--- src/rtl/serial_subtractor_if.sv ---
// ---------------------------------------------------------------------------
// serial_subtractor_if
// Handshake and data bundle for serial_subtractor.
//   start  : request to begin a subtraction (master -> slave)
//   A, B   : minuend / subtrahend, WIDTH bits (master -> slave)
//   busy   : operation in progress (slave -> master)
//   done   : one-cycle result-valid pulse (slave -> master)
//   Diff   : (A - B) mod 2^WIDTH (slave -> master)
//   Borrow : A < B unsigned (slave -> master)
//   Ovf    : signed overflow, present only when SERIAL_SUBTRACTOR_OVF_EN
//            is defined (slave -> master)
// ---------------------------------------------------------------------------
interface serial_subtractor_if #(
    parameter int WIDTH = 8
);
    logic             start;
    logic [WIDTH-1:0] A;
    logic [WIDTH-1:0] B;
    logic             busy;
    logic             done;
    logic [WIDTH-1:0] Diff;
    logic             Borrow;
`ifdef SERIAL_SUBTRACTOR_OVF_EN
    logic             Ovf;

    modport master (output start, A, B, input busy, done, Diff, Borrow, Ovf);
    modport slave  (input start, A, B, output busy, done, Diff, Borrow, Ovf);
`else
    modport master (output start, A, B, input busy, done, Diff, Borrow);
    modport slave  (input start, A, B, output busy, done, Diff, Borrow);
`endif
endinterface

--- src/rtl/serial_subtractor.sv ---
// ---------------------------------------------------------------------------
// serial_subtractor
// Bit-serial unsigned subtractor: one full-subtractor cell processes one bit
// per clock, LSB first, over WIDTH cycles (IDLE -> SHIFT x WIDTH -> DONE).
// Ports:
//   clk   : clock, rising edge
//   rst_n : asynchronous active-low reset
//   bus   : serial_subtractor_if.slave (start, A, B in; busy, done, Diff,
//           Borrow, optional Ovf out)
// Optional feature: define SERIAL_SUBTRACTOR_OVF_EN to add the Ovf output
// (signed two's-complement overflow of A - B).
// All outputs are registered; done is high in the cycle after the edge that
// leaves DONE, i.e. WIDTH+1 edges after the accepting edge.
// ---------------------------------------------------------------------------
module serial_subtractor #(
    parameter int WIDTH = 8
) (
    input  logic               clk,
    input  logic               rst_n,
    serial_subtractor_if.slave bus
);

    localparam int CNT_W = (WIDTH > 1) ? $clog2(WIDTH) : 1;

    typedef enum logic [1:0] {
        IDLE  = 2'd0,
        SHIFT = 2'd1,
        DONE  = 2'd2
    } state_t;

    state_t           state_q, state_d;
    logic [WIDTH-1:0] a_q, a_d;
    logic [WIDTH-1:0] b_q, b_d;
    logic [WIDTH-1:0] res_q, res_d;
    logic [WIDTH-1:0] diff_q, diff_d;
    logic [CNT_W-1:0] cnt_q, cnt_d;
    logic             br_q, br_d;
    logic             borrow_q, borrow_d;
    logic             busy_q, busy_d;
    logic             done_q, done_d;
    logic             ready_q, ready_d;

    logic             a_lsb, b_lsb, d_bit, br_next;

`ifdef SERIAL_SUBTRACTOR_OVF_EN
    // Operand sign bits are shifted out of a_q/b_q, so keep copies for Ovf.
    logic             a_msb_q, a_msb_d;
    logic             b_msb_q, b_msb_d;
    logic             ovf_q, ovf_d;
`endif

    always_comb begin
        // Full-subtractor cell on the current LSBs.
        a_lsb   = a_q[0];
        b_lsb   = b_q[0];
        d_bit   = a_lsb ^ b_lsb ^ br_q;
        br_next = (~a_lsb & b_lsb) | (~(a_lsb ^ b_lsb) & br_q);

        state_d  = state_q;
        a_d      = a_q;
        b_d      = b_q;
        res_d    = res_q;
        diff_d   = diff_q;
        cnt_d    = cnt_q;
        br_d     = br_q;
        borrow_d = borrow_q;
        busy_d   = busy_q;
        done_d   = 1'b0;
        // Goes high one edge after reset release; start is ignored until then.
        ready_d  = 1'b1;
`ifdef SERIAL_SUBTRACTOR_OVF_EN
        a_msb_d  = a_msb_q;
        b_msb_d  = b_msb_q;
        ovf_d    = ovf_q;
`endif

        case (state_q)
            IDLE: begin
                if (bus.start && ready_q) begin
                    a_d     = bus.A;
                    b_d     = bus.B;
                    res_d   = '0;
                    br_d    = 1'b0;
                    cnt_d   = '0;
                    busy_d  = 1'b1;
                    state_d = SHIFT;
`ifdef SERIAL_SUBTRACTOR_OVF_EN
                    a_msb_d = bus.A[WIDTH-1];
                    b_msb_d = bus.B[WIDTH-1];
`endif
                end
            end
            SHIFT: begin
                a_d   = {1'b0, a_q[WIDTH-1:1]};
                b_d   = {1'b0, b_q[WIDTH-1:1]};
                // After WIDTH shifts the first difference bit lands in bit 0.
                res_d = {d_bit, res_q[WIDTH-1:1]};
                br_d  = br_next;
                cnt_d = cnt_q + CNT_W'(1);
                if (cnt_q == CNT_W'(WIDTH - 1)) begin
                    state_d = DONE;
                end
            end
            DONE: begin
                done_d   = 1'b1;
                diff_d   = res_q;
                borrow_d = br_q;
                busy_d   = 1'b0;
                state_d  = IDLE;
`ifdef SERIAL_SUBTRACTOR_OVF_EN
                ovf_d    = (a_msb_q ^ b_msb_q) & (res_q[WIDTH-1] ^ a_msb_q);
`endif
            end
            default: begin
                busy_d  = 1'b0;
                state_d = IDLE;
            end
        endcase
    end

    always_ff @(posedge clk or negedge rst_n) begin
        if (!rst_n) begin
            state_q  <= IDLE;
            a_q      <= '0;
            b_q      <= '0;
            res_q    <= '0;
            diff_q   <= '0;
            cnt_q    <= '0;
            br_q     <= 1'b0;
            borrow_q <= 1'b0;
            busy_q   <= 1'b0;
            done_q   <= 1'b0;
            ready_q  <= 1'b0;
`ifdef SERIAL_SUBTRACTOR_OVF_EN
            a_msb_q  <= 1'b0;
            b_msb_q  <= 1'b0;
            ovf_q    <= 1'b0;
`endif
        end else begin
            state_q  <= state_d;
            a_q      <= a_d;
            b_q      <= b_d;
            res_q    <= res_d;
            diff_q   <= diff_d;
            cnt_q    <= cnt_d;
            br_q     <= br_d;
            borrow_q <= borrow_d;
            busy_q   <= busy_d;
            done_q   <= done_d;
            ready_q  <= ready_d;
`ifdef SERIAL_SUBTRACTOR_OVF_EN
            a_msb_q  <= a_msb_d;
            b_msb_q  <= b_msb_d;
            ovf_q    <= ovf_d;
`endif
        end
    end

    assign bus.busy   = busy_q;
    assign bus.done   = done_q;
    assign bus.Diff   = diff_q;
    assign bus.Borrow = borrow_q;
`ifdef SERIAL_SUBTRACTOR_OVF_EN
    assign bus.Ovf    = ovf_q;
`endif

endmodule

--- src/flat_wrapper.sv ---
// flat-port wrapper written by rule: the top's interface ports become plain ports
module serial_subtractor_flat 
#(
    parameter int WIDTH = 8
)
  (clk, rst_n, bus_start, bus_A, bus_B, bus_busy, bus_done, bus_Diff, bus_Borrow);
  serial_subtractor_if #(.WIDTH(WIDTH)) bus_i ();
  input  logic clk;
  input  logic rst_n;
  input wire logic [$bits(bus_i.start)-1:0] bus_start;
  input wire logic [$bits(bus_i.A)-1:0] bus_A;
  input wire logic [$bits(bus_i.B)-1:0] bus_B;
  output wire logic [$bits(bus_i.busy)-1:0] bus_busy;
  output wire logic [$bits(bus_i.done)-1:0] bus_done;
  output wire logic [$bits(bus_i.Diff)-1:0] bus_Diff;
  output wire logic [$bits(bus_i.Borrow)-1:0] bus_Borrow;
  assign bus_i.start = bus_start;
  assign bus_i.A = bus_A;
  assign bus_i.B = bus_B;
  assign bus_busy = bus_i.busy;
  assign bus_done = bus_i.done;
  assign bus_Diff = bus_i.Diff;
  assign bus_Borrow = bus_i.Borrow;
  serial_subtractor #(.WIDTH(WIDTH)) u_core (.clk(clk), .rst_n(rst_n), .bus(bus_i));
endmodule
--- config.mk ---
export PLATFORM = sky130hd
export DESIGN_NAME = serial_subtractor_flat
export DESIGN_NICKNAME = d
export VERILOG_FILES = /design/src/rtl/serial_subtractor_if.sv /design/src/rtl/serial_subtractor.sv /design/src/flat_wrapper.sv
export SDC_FILE = /design/constraint.sdc
export NUM_CORES = 1
export LEC_CHECK = 0
export ABC_AREA = 1
export CAP_MARGIN = 30
export CORE_MARGIN = 2
export CORE_UTILIZATION = 45
export DETAILED_ROUTE_END_ITERATION = 10
export HOLD_SLACK_MARGIN = 0.06
export PLACE_DENSITY = 0.69
export SETUP_SLACK_MARGIN = 0.05
export SLEW_MARGIN = 20
export SYNTH_ARGS = -nofsm -noshare
export SYNTH_HDL_FRONTEND = slang
export SYNTH_SLANG_ARGS = --single-unit
--- constraint.sdc ---
create_clock -name clk -period 2.59 [get_ports clk]
set_clock_uncertainty 0.2 [all_clocks]
set_input_delay 0.3885 -clock clk [delete_from_list [all_inputs] [get_ports clk]]
set_output_delay 0.3885 -clock clk [all_outputs]
set_load 0.1 [all_outputs]
Word level (Yosys, flattened, before mapping)
Cells that the tools add are included.
W data, S select, Z words.
- add/sub/neg operators: 1
- equal/unequal tests: 5
- mux-type cells: 16
- bitwise gates (word level): 8
- reductions and logical operators: 6
- operators with widths (kind ; count):
    $pmux W8 S2 ; 3
    $mux W8 ; 3
    $pmux W3 S2 ; 1
    $reduce_and A2 Y1 ; 3
    $mux W2 ; 2
    $ne A2 B1 Y1 const B ; 2
    $pmux W1 S2 ; 2
    $pmux W2 S2 ; 1
    $add A3 B1 Y3 const B ; 1
    $eq A3 B3 Y1 const B ; 1
    $mux W1 ; 3
    $mux W3 ; 1
    $not A1 Y1 ; 3
    $and A1 B1 Y1 ; 2
    $eq A2 B1 Y1 const B ; 1
    $eq A2 B2 Y1 const B ; 1
    $logic_not A2 Y1 ; 1
    $reduce_bool A2 Y1 ; 1
    $xor A1 B1 Y1 ; 2
    $logic_and A1 B1 Y1 ; 1
    $or A1 B1 Y1 ; 1
- register bits: 42
- word-level logic and storage cells: 47

Longest topological paths before layout
Gate-level depths: netlist (run 1).
- depth in word-level cells: 5
- depth in mapped cells: 7

Worst setup path after synthesis (run 1)
OpenSTA, ideal clock, no wires.
- path kind: register to output
- start: register u_core.borrow_q (netlist: u_core.bus.Borrow)
- end: output bus_Borrow
- data arrival time: 0.898 ns
- slack: 1.104 ns
- stages on the path, launching flop included: 1
- cells stage by stage: dfrtp_1
- RTL lines (element ; line ; RTL):
    from (decl) ; serial_subtractor.sv:38 ; logic borrow_q, borrow_d;
    from (signal assigned) ; serial_subtractor.sv:147 ; borrow_q <= borrow_d;
    to (decl) ; flat_wrapper.sv:16 ; output wire logic [$bits(bus_i.Borrow)-1:0] bus_Borrow;
No word-level cell between the ends.

Worst setup path after layout (run 1)
- start: register u_core.state_q[0]
- end: register u_core.b_q[4]
- longest elaborated chain between the ends: 3
- elaborated cells between the ends (all ways): 6
- those cells by class: eq/ne: 2; mux: 1; reduce/logical: 3
- RTL lines (element ; line ; RTL):
    from (decl) ; serial_subtractor.sv:31 ; state_t state_q, state_d;
    from (signal assigned) ; serial_subtractor.sv:140 ; state_q <= state_d;
    $eq A2 B1 Y1 / $logic_not A2 Y1 (equally long branches) ; serial_subtractor.sv:77 ; case (state_q)
    $reduce_bool A2 Y1 (no source line) / $ne A2 B1 Y1 (equally long branches) ; - ;
    $reduce_and A2 Y1 (no source line) ; - ;
    to (signal assigned) ; serial_subtractor.sv:125 ; b_q <= '0;
    to (signal assigned) ; serial_subtractor.sv:142 ; b_q <= b_d;
    to (decl) ; serial_subtractor.sv:33 ; logic [WIDTH-1:0] b_q, b_d;
Several ways; a longest one is shown, not always the timed one.
A chain may end at the register's enable or synchronous reset.

==> results of run 1 <==
==> critical path: stages (launching register included) <==
cell and delay (ns):
dfrtp_1 0.74, inv_2 0.11, a21oi_2 0.55, nand2_1 0.14, nand2_1 0.09
==> worst paths after layout <==
kind,from,endpoint,slack (ns),depth (start not counted)
min reg2reg,u_core.bus.Diff[1],u_core.bus.Diff[1],0.28,2
min in group clk,u_core.bus.Diff[1],u_core.bus.Diff[1],0.28,2
max in group asynchronous,rst_n,u_core.res_q[4],1.52,3
max,u_core.state_q[0],u_core.b_q[4],0.71,4
max reg2reg,u_core.state_q[0],u_core.b_q[4],0.71,4
min,rst_n,u_core.cnt_q[0],0.23,2
==> routing by layer <==
| layer | GRT usage, % | up-vias | wire length (um) |
|---|---|---|---|
| met5 | 0 | - | 0 |
| met4 | 7.108 | 0 | 49 |
| met3 | 5.519 | 5 | 156 |
| met2 | 26.80 | 28 | 1728 |
| met1 | 24.26 | 717 | 1783 |
| li1 | - | 775 | - |
==> report_power, final <==
group / total (mW) / internal [mW] / switching (mW) / leakage (nW)
Combinational: 1.58 / 0.438 / 1.14 / 0.659
Sequential: 1.14 / 0.937 / 0.204 / 0.515
Clock: 0.440 / 0.214 / 0.225 / 0.0472
==> through the flow <==
step                      cell area, um2  util [%]  total power [mW]
after floorplan                     1889         -             2.437
after global placement              2165     53.73             2.691
after detailed placement            2165     53.73             2.739
after CTS                           2270     56.34             3.191
after global routing                2270     56.34             3.415
final                               2270     56.34             3.158
==> kinds of logic (layout without fill, tap and decap cells) <==
family	count (synthesis)	in the layout	synth area share, %
AND/OR/NAND/NOR	161	161	35.30
flip-flops	42	42	55.63
buffers and inverters	19	50	5.761
adder cells (fa/ha/maj)	3	3	2.384
AO/OA/AOI/OAI	2	2	0.7283
other	1	1	0.1985
==> cells in the final DEF (no fill, tap or decap), types with 2 or more instances in the layout <==
cell and instances:
buf_4 16, clkbuf_8 6, clkdlybuf4s50_1 17, dfrtp_1 42
ha_1 2, inv_1 3, inv_2 4, nand2_1 112
nand3_1 44, nor2_1 2, or2_1 2
==> registers in the layout, summed over array words and instances (netlist names) <==
| signal | cells |
|---|---|
| u_core.a_q | 8 |
| u_core.b_q | 8 |
| u_core.br_q | 1 |
| u_core.bus.Borrow | 1 |
| u_core.bus.Diff | 8 |
| u_core.bus.busy | 1 |
| u_core.bus.done | 1 |
| u_core.cnt_q | 3 |
| u_core.ready_q | 1 |
| u_core.res_q | 8 |
| u_core.state_q | 2 |
==> cell type report <==
type | instances | area share, %
well taps | 50 | 2.756
flip-flops and latches | 42 | 46.31
repair buffers | 35 | 13.45
inverters | 7 | 1.158
clock inverters | 2 | 0.5513
multi-input cells | 167 | 32.14
clock buffers | 6 | 3.638
==> timing repair <==
action,in CTS,in global routing
endpoints found under the setup margin,0,0
hold buffers,1,0
endpoints found under the hold margin,42,0
setup buffers,0,0
==> qor.yml, run 1 <==
sta:
  fin_crit_sh_pct: 72.50
  finalSetupViolCount: 0
  setup_ws_ns: 0.7123
  fin_hold_ws_ns: 0.2269
  tightest_slew_ns: 0.6514
  fmax_mhz: 532.6
  finalSetupTns_ns: 0
  relSlewSlack_pct: 56.57
  rsz0062_at_grt: "no"
  drv_slew: 0
  layout_min_cycle_time_ns: 1.878
  hold_viol: 0
power:
  vdd_drop_max_mv: 0.5412
  leakagePower_nw: 1.221
  p_per_area_nw_per_um2: 1391
worst_setup_path:
  cp-end-kind: "flip-flop"
  critPathRequiredTime_ns: 2.63
  cp-start-kind: "flip-flop"
  crit_arrival_ns: 1.91
  critical_path_class: "reg2reg"
  worstPathMaxFanout: 17
clock_tree:
  clockBufferDepth: 2
  cts_tree: "done"
  post_cts_resized: 0
  path_clk_slew_ns: 0.08
  clk_latency_ns: 0.29
  clockRootBuffer: "clkbuf_8"
  numCtsBuffers: 5
  cts_max_level: 2
  clock_sinks: 42
floorplan:
  die-area_um2: 4733
  rows: 23
  die_w_um: 68.80
  die_y_um: 68.80
  start_util_pct: 46.89
  coreArea_um2: 4029
  io-pin-count: 30
route:
  routed-via-count: 1525
  routed_wl_mm: 3.717
  ant_nets: 0
  drt-initial-drc-count: 145
  drc: 0
  wl_per_cell_um: 12.03
  first_pass_iters: 4
  via_per_inst: 4.935
logic_synthesis:
  synth-async-reset-ratio_pct: 100.0
  synth_most_common_cell: "nand2_1"
  synthTopCellsByArea: "dfrtp_1 (56%), nand2_1 (22%), nand3_1 (12%), buf_6 (1.8%), buf_2 (1.6%)"
  syn-cell-area_um2: 1889
  synth-edff-count: 0
  yosys_warnings: 0
  yosys.area.top_type_share_pct: 55.63
  yosys.area.top_type: "dfrtp_1"
  syn_nets: 250
  ys.flop_type: "dfrtp_1"
  synth_common_cells: "nand2_1 (112), nand3_1 (44), dfrtp_1 (42)"
  postSynthCellCount: 228
  seq_area_frac_synth_pct: 55.63
  synth-seq-cells: 42
  yosysUniqueCellTypes: 17
  syn_area_per_cell_um2: 8.286
finish:
  layout.nets: 280
  regArea_um2: 1051
  num_antenna_cells: 0
  fin_cells: 309
  multi_input_area_um2: 729.5
  area_growth_pct: 20.13
  layout-drive-gt1-share_pct: 11.97
  fillers: 383
run:
  max-cap-violations: 0
global_route:
  grt_pass1_wl_mm: 6.299
  grt_pass1_vias: 1400
  antenna_found_initial: 0
  grt_max_degree: 34
  grt_overflow: 0
  track_usage_pct: 17.90
placed_design:
  dp.cells: 300
  dp.final_hpwl_mm: 2.371
  gp_congestion: 0.7844
  io_buffer_count: 29
  pre_cts_slack_ns: 0.6426
status:
  status: "finished clean"
hold_path:
  min_path_type: "in2async"
Power figures use the tool's default switching activity.
==> run 2, diff against run 1 <==
==> constraint.sdc (replaced) <==
create_clock -name clk -period 1.85 [get_ports clk]
set_clock_uncertainty 0.2 [all_clocks]
set_input_delay 0.2775 -clock clk [delete_from_list [all_inputs] [get_ports clk]]
set_output_delay 0.2775 -clock clk [all_outputs]
set_load 0.1 [all_outputs]
==> qor.yml, run 2 (synthesis results as in run 1) <==
clock_tree:
  post_cts_buffers: 0
  clockBufferDepth: 2
  clk_latency_ns: 0.30
  path_clk_slew_ns: 0.08
  numCtsBuffers: 5
  cts_max_level: 2
  cts_tree: "done"
  clockRootBuffer: "clkbuf_8"
  clock_sinks: 42
power:
  swShare_pct: 46.02
  power_frac_clock_pct: 14.4
  vdd_drop_max_mv: 0.8872
  p_total_mw: 4.920
  p_per_area_nw_per_um2: 1993
  pwr-share-seq_pct: 33.1
  internal-power_mw: 2.656
  leakagePower_nw: 1.310
  p_switching_mw: 2.265
  comb_power_share_pct: 52.4
placed_design:
  io_buffer_count: 29
  pre_cts_slack_ns: 0.2070
  gp_congestion: 0.7850
  dp.final_hpwl_mm: 2.550
route:
  first_pass_iters: 4
  drt-initial-drc-count: 98
  routed-via-count: 1552
  drc: 0
  ant_nets: 0
  routed_wl_mm: 3.739
  wl_per_cell_um: 11.98
  via_per_inst: 4.974
finish:
  layout_common_cells: "nand2_1 (112), nand3_1 (44), dfrtp_1 (42), clkdlybuf4s50_1 (17), buf_12 (13)"
  layout.nets: 283
  layout-drive-gt1-share_pct: 12.98
  final_common_cell: "nand2_1"
  num_antenna_cells: 0
  area_growth_pct: 30.66
floorplan:
  rows: 23
  die_y_um: 68.80
  die-area_um2: 4733
  io-pin-count: 30
  coreArea_um2: 4029
  die_w_um: 68.80
  start_util_pct: 46.89
worst_setup_path:
  critPathRequiredTime_ns: 1.84
  cpLargestDelayFamily: "simple AND/OR/NAND/NOR gates"
  crit_top_cell: "nand2_1"
  path_cells: "nor2_1 > nand2_1 > buf_12 > nand3_1 > nand2_1"
  cp-start-kind: "flip-flop"
  max_stage_delay_ns: 0.49
  timing.critical_path.buf_inv: 1
  critical_path_class: "reg2reg"
  cp-end-kind: "flip-flop"
  slowest_stage: "dfrtp_1"
  worstPathMaxFanout: 30
  crit_arrival_ns: 1.47
sta:
  rsz0062_at_grt: "no"
  hold_viol: 0
  fmax_mhz: 673.9
  finalSetupViolCount: 0
  setup_ws_ns: 0.3660
  fin_crit_sh_pct: 80.22
  finalSetupTns_ns: 0
  layout_min_cycle_time_ns: 1.484
  drv_slew: 0
global_route:
  antenna_found_initial: 0
  grt_pass1_wl_mm: 6.534
  grt_max_degree: 31
  track_usage_pct: 18.93
  grt_pass1_vias: 1510
  grt_overflow: 0
run:
  max-cap-violations: 0
hold_path:
  min_path_type: "in2async"
status:
  status: "finished clean"
==> run 2: timing repair <==
| item | in CTS | in global routing |
|---|---|---|
| gates resized for setup | 0 | 0 |
| hold buffers | 1 | 0 |
| endpoints found under the hold margin | 17 | 0 |
==> run 2: worst paths after layout <==
check / end / start / slack (ns) / cells after the start
setup / recovery: u_core.br_q / u_core.state_q[0] / 0.37 / 5
hold / removal: u_core.cnt_q[0] / rst_n / 0.26 / 2
setup reg to reg: u_core.br_q / u_core.state_q[0] / 0.37 / 5
hold reg to reg: u_core.bus.Diff[0] / u_core.res_q[0] / 0.29 / 2
max in group asynchronous: u_core.b_q[3] / rst_n / 0.72 / 3
min in group clk: u_core.bus.Diff[0] / u_core.res_q[0] / 0.29 / 2
==> run 2: routing by layer <==
| layer | track usage, % | vias up | wire, um |
|---|---|---|---|
| met3 | 6.006 | 5 | 173 |
| met4 | 6.373 | 0 | 55 |
| met5 | 0 | - | 0 |
| met1 | 23.59 | 728 | 1690 |
| met2 | 31.25 | 35 | 1820 |
| li1 | - | 784 | - |
==> run 2: metrics by stage <==
stage               area (um2)  instances  hold slack [ns]  utilization [%]
floorplan                 1889        228          -0.2181                -
global placement          2350        303          0.04474            58.32
detailed placement        2350        303          0.04565            58.32
CTS                       2469        312           0.2629            61.27
global route              2469        312           0.2932            61.27
finish                    2469        312           0.2561            61.27
==> run 2: final cells by class <==
type                       instances  area, um2
multi-input combinational        167      729.5
timing repair buffer              38      490.5
inverter                           7      26.28
clock inverter                     3      40.04
sequential                        42       1051
tap                               50      62.56
clock buffer                       5      68.82
fill                             367       1560
==> run 2: worst reg2reg max path: stages, from the launching register on <==
cell     delay (ns)
dfrtp_1        0.49
nor2_1         0.24
nand2_1        0.12
buf_12         0.18
nand3_1        0.09
nand2_1        0.06
==> run 2: power groups by stage <==
stage | combinational, mW | sequential [mW] | clock, mW
finish | 2.58 | 1.63 | 0.711
global route | 2.82 | 1.68 | 0.774
CTS | 2.61 | 1.63 | 0.732
detailed placement | 2.60 | 1.65 | 0
global placement | 2.53 | 1.63 | 0
floorplan | 1.11 | 2.30 | 0
==> run 3, diff against run 2 <==
==> constraint.sdc (replaced) <==
create_clock -name clk -period 1.37 [get_ports clk]
set_clock_uncertainty 0.2 [all_clocks]
set_input_delay 0.2055 -clock clk [delete_from_list [all_inputs] [get_ports clk]]
set_output_delay 0.2055 -clock clk [all_outputs]
set_load 0.1 [all_outputs]
==> qor.yml, run 3 (synthesis results as in run 1) <==
worst_setup_path:
  worstPathMaxFanout: 2
  timing.critical_path.buf_inv: 1
  cpLargestDelayFamily: "adder cells"
  cp-start-kind: "flip-flop"
  path_cells: "inv_2 > fa_1 > or2_1 > nand2_1"
  cp-end-kind: "flip-flop"
  critical_path_class: "reg2reg"
  slowest_stage: "fa_1"
  crit_arrival_ns: 1.48
  max_stage_delay_ns: 0.47
  critPathRequiredTime_ns: 1.41
  r2r_slack_ns: -0.07
route:
  ant_nets: 0
  via_per_inst: 5.213
  first_pass_iters: 4
  drt-initial-drc-count: 165
  routed_wl_mm: 5.371
  routed-via-count: 1741
  wl_per_cell_um: 16.08
  drc: 0
floorplan:
  rows: 23
  die_y_um: 68.80
  start_util_pct: 46.89
  io-pin-count: 30
  die-area_um2: 4733
  die_w_um: 68.80
  coreArea_um2: 4029
status:
  violations: "negative setup slack"
  status: "complete, but fails checks"
finish:
  multi_input_area_um2: 883.3
  fin_area_um2: 2958
  fin_cells: 334
  post-route-util_pct: 73.42
  fillers: 266
  area_growth_pct: 56.56
  layout-drive-gt1-share_pct: 34.15
  layout.nets: 305
  final_common_cell: "nand2_1"
  regArea_um2: 1066
  layout_common_cells: "nand2_1 (104), dfrtp_1 (30), nand3_1 (25), nand3_2 (19), clkdlybuf4s50_1 (17)"
  num_antenna_cells: 0
placed_design:
  pre_cts_slack_ns: -0.1677
  dp.final_hpwl_mm: 2.647
  gp_congestion: 0.7710
  dp.cells: 311
  place_area_um2: 2435
  io_buffer_count: 29
global_route:
  grt_overflow: 0
  grt_pass1_vias: 1482
  antenna_found_initial: 0
  grt_pass1_wl_mm: 6.824
  track_usage_pct: 19.90
  grt_max_degree: 19
sta:
  hold_viol: 0
  drv_slew: 0
  finalSetupViolCount: 17
  setup_ws_ns: -0.07239
  fmax_mhz: 693.3
  fin_crit_sh_pct: 105.3
  rsz0062_at_grt: "yes"
  layout_min_cycle_time_ns: 1.442
power:
  leakagePower_nw: 1.499
  p_total_mw: 7.925
  p_per_area_nw_per_um2: 2679
  vdd_drop_max_mv: 1.201
clock_tree:
  numCtsBuffers: 5
  clk_latency_ns: 0.29
  clockRootBuffer: "clkbuf_8"
  clock_sinks: 42
  cts_tree: "done"
  path_clk_slew_ns: 0.08
  cts_max_level: 2
  clockBufferDepth: 2
run:
  max-cap-violations: 0
hold_path:
  min_path_type: "in2async"
run 3: cell types whose count changed in the layout (fill, tap and decap cells not counted), moves of 8 or more:
cell / before / now
nand2_1: 112 / 104
nand3_1: 44 / 25
buf_6: 0 / 12
nand3_2: 0 / 19
dfrtp_2: 0 / 12
dfrtp_1: 42 / 30
run 3: worst paths after layout:
| check | startpoint | endpoint | cells after the start |
|---|---|---|---|
| max | u_core.a_q[0] | u_core.res_q[7] | 4 |
| min | rst_n | u_core.bus.Diff[2] | 2 |
| max reg2reg | u_core.a_q[0] | u_core.res_q[7] | 4 |
| min reg2reg | u_core.res_q[0] | u_core.bus.Diff[0] | 2 |
| max in group asynchronous | rst_n | u_core.a_q[5] | 3 |
| min in group clk | bus_B[7] | u_core.b_q[7] | 3 |
run 3: what timing repair did:
item,in CTS,in global routing
hold endpoints to repair,42,0
endpoints found under the setup margin,28,30
pin swaps,0,16
hold buffers,1,0
gates resized for setup,6,54
buffers inserted,3,4
gates cloned,1,7
run 3: power by group:
part | internal [mW] | switching (mW) | total (mW)
sequential | 1.81 | 0.488 | 2.30
combinational | 2.08 | 2.74 | 4.81
clock | 0.407 | 0.410 | 0.817
total | 4.29 | 3.63 | 7.93
run 3: final cells by class:
cell class,instances,share of cell area [%]
clock buffer,7,2.919
clock inverter,1,0.1692
inverter,7,1.058
multi-input combinational,167,29.86
sequential,42,36.04
tap,50,2.115
timing repair buffer,60,27.83
run 3: metal layers:
metal  track usage, %  wire, um
met1            27.01      2212
met2            31.01      2697
met3            4.221       316
met4            8.333       144
met5                0         0
run 3: per-stage QoR:
stage | hold slack [ns] | setup TNS [ns]
after floorplan | -0.2901 | 0
after global placement | -0.07048 | -3.699
after detailed placement | -0.06753 | -4.378
after CTS | 0.1575 | -0.02571
after global routing | 0.1894 | -1.505
final | 0.1528 | -0.2944
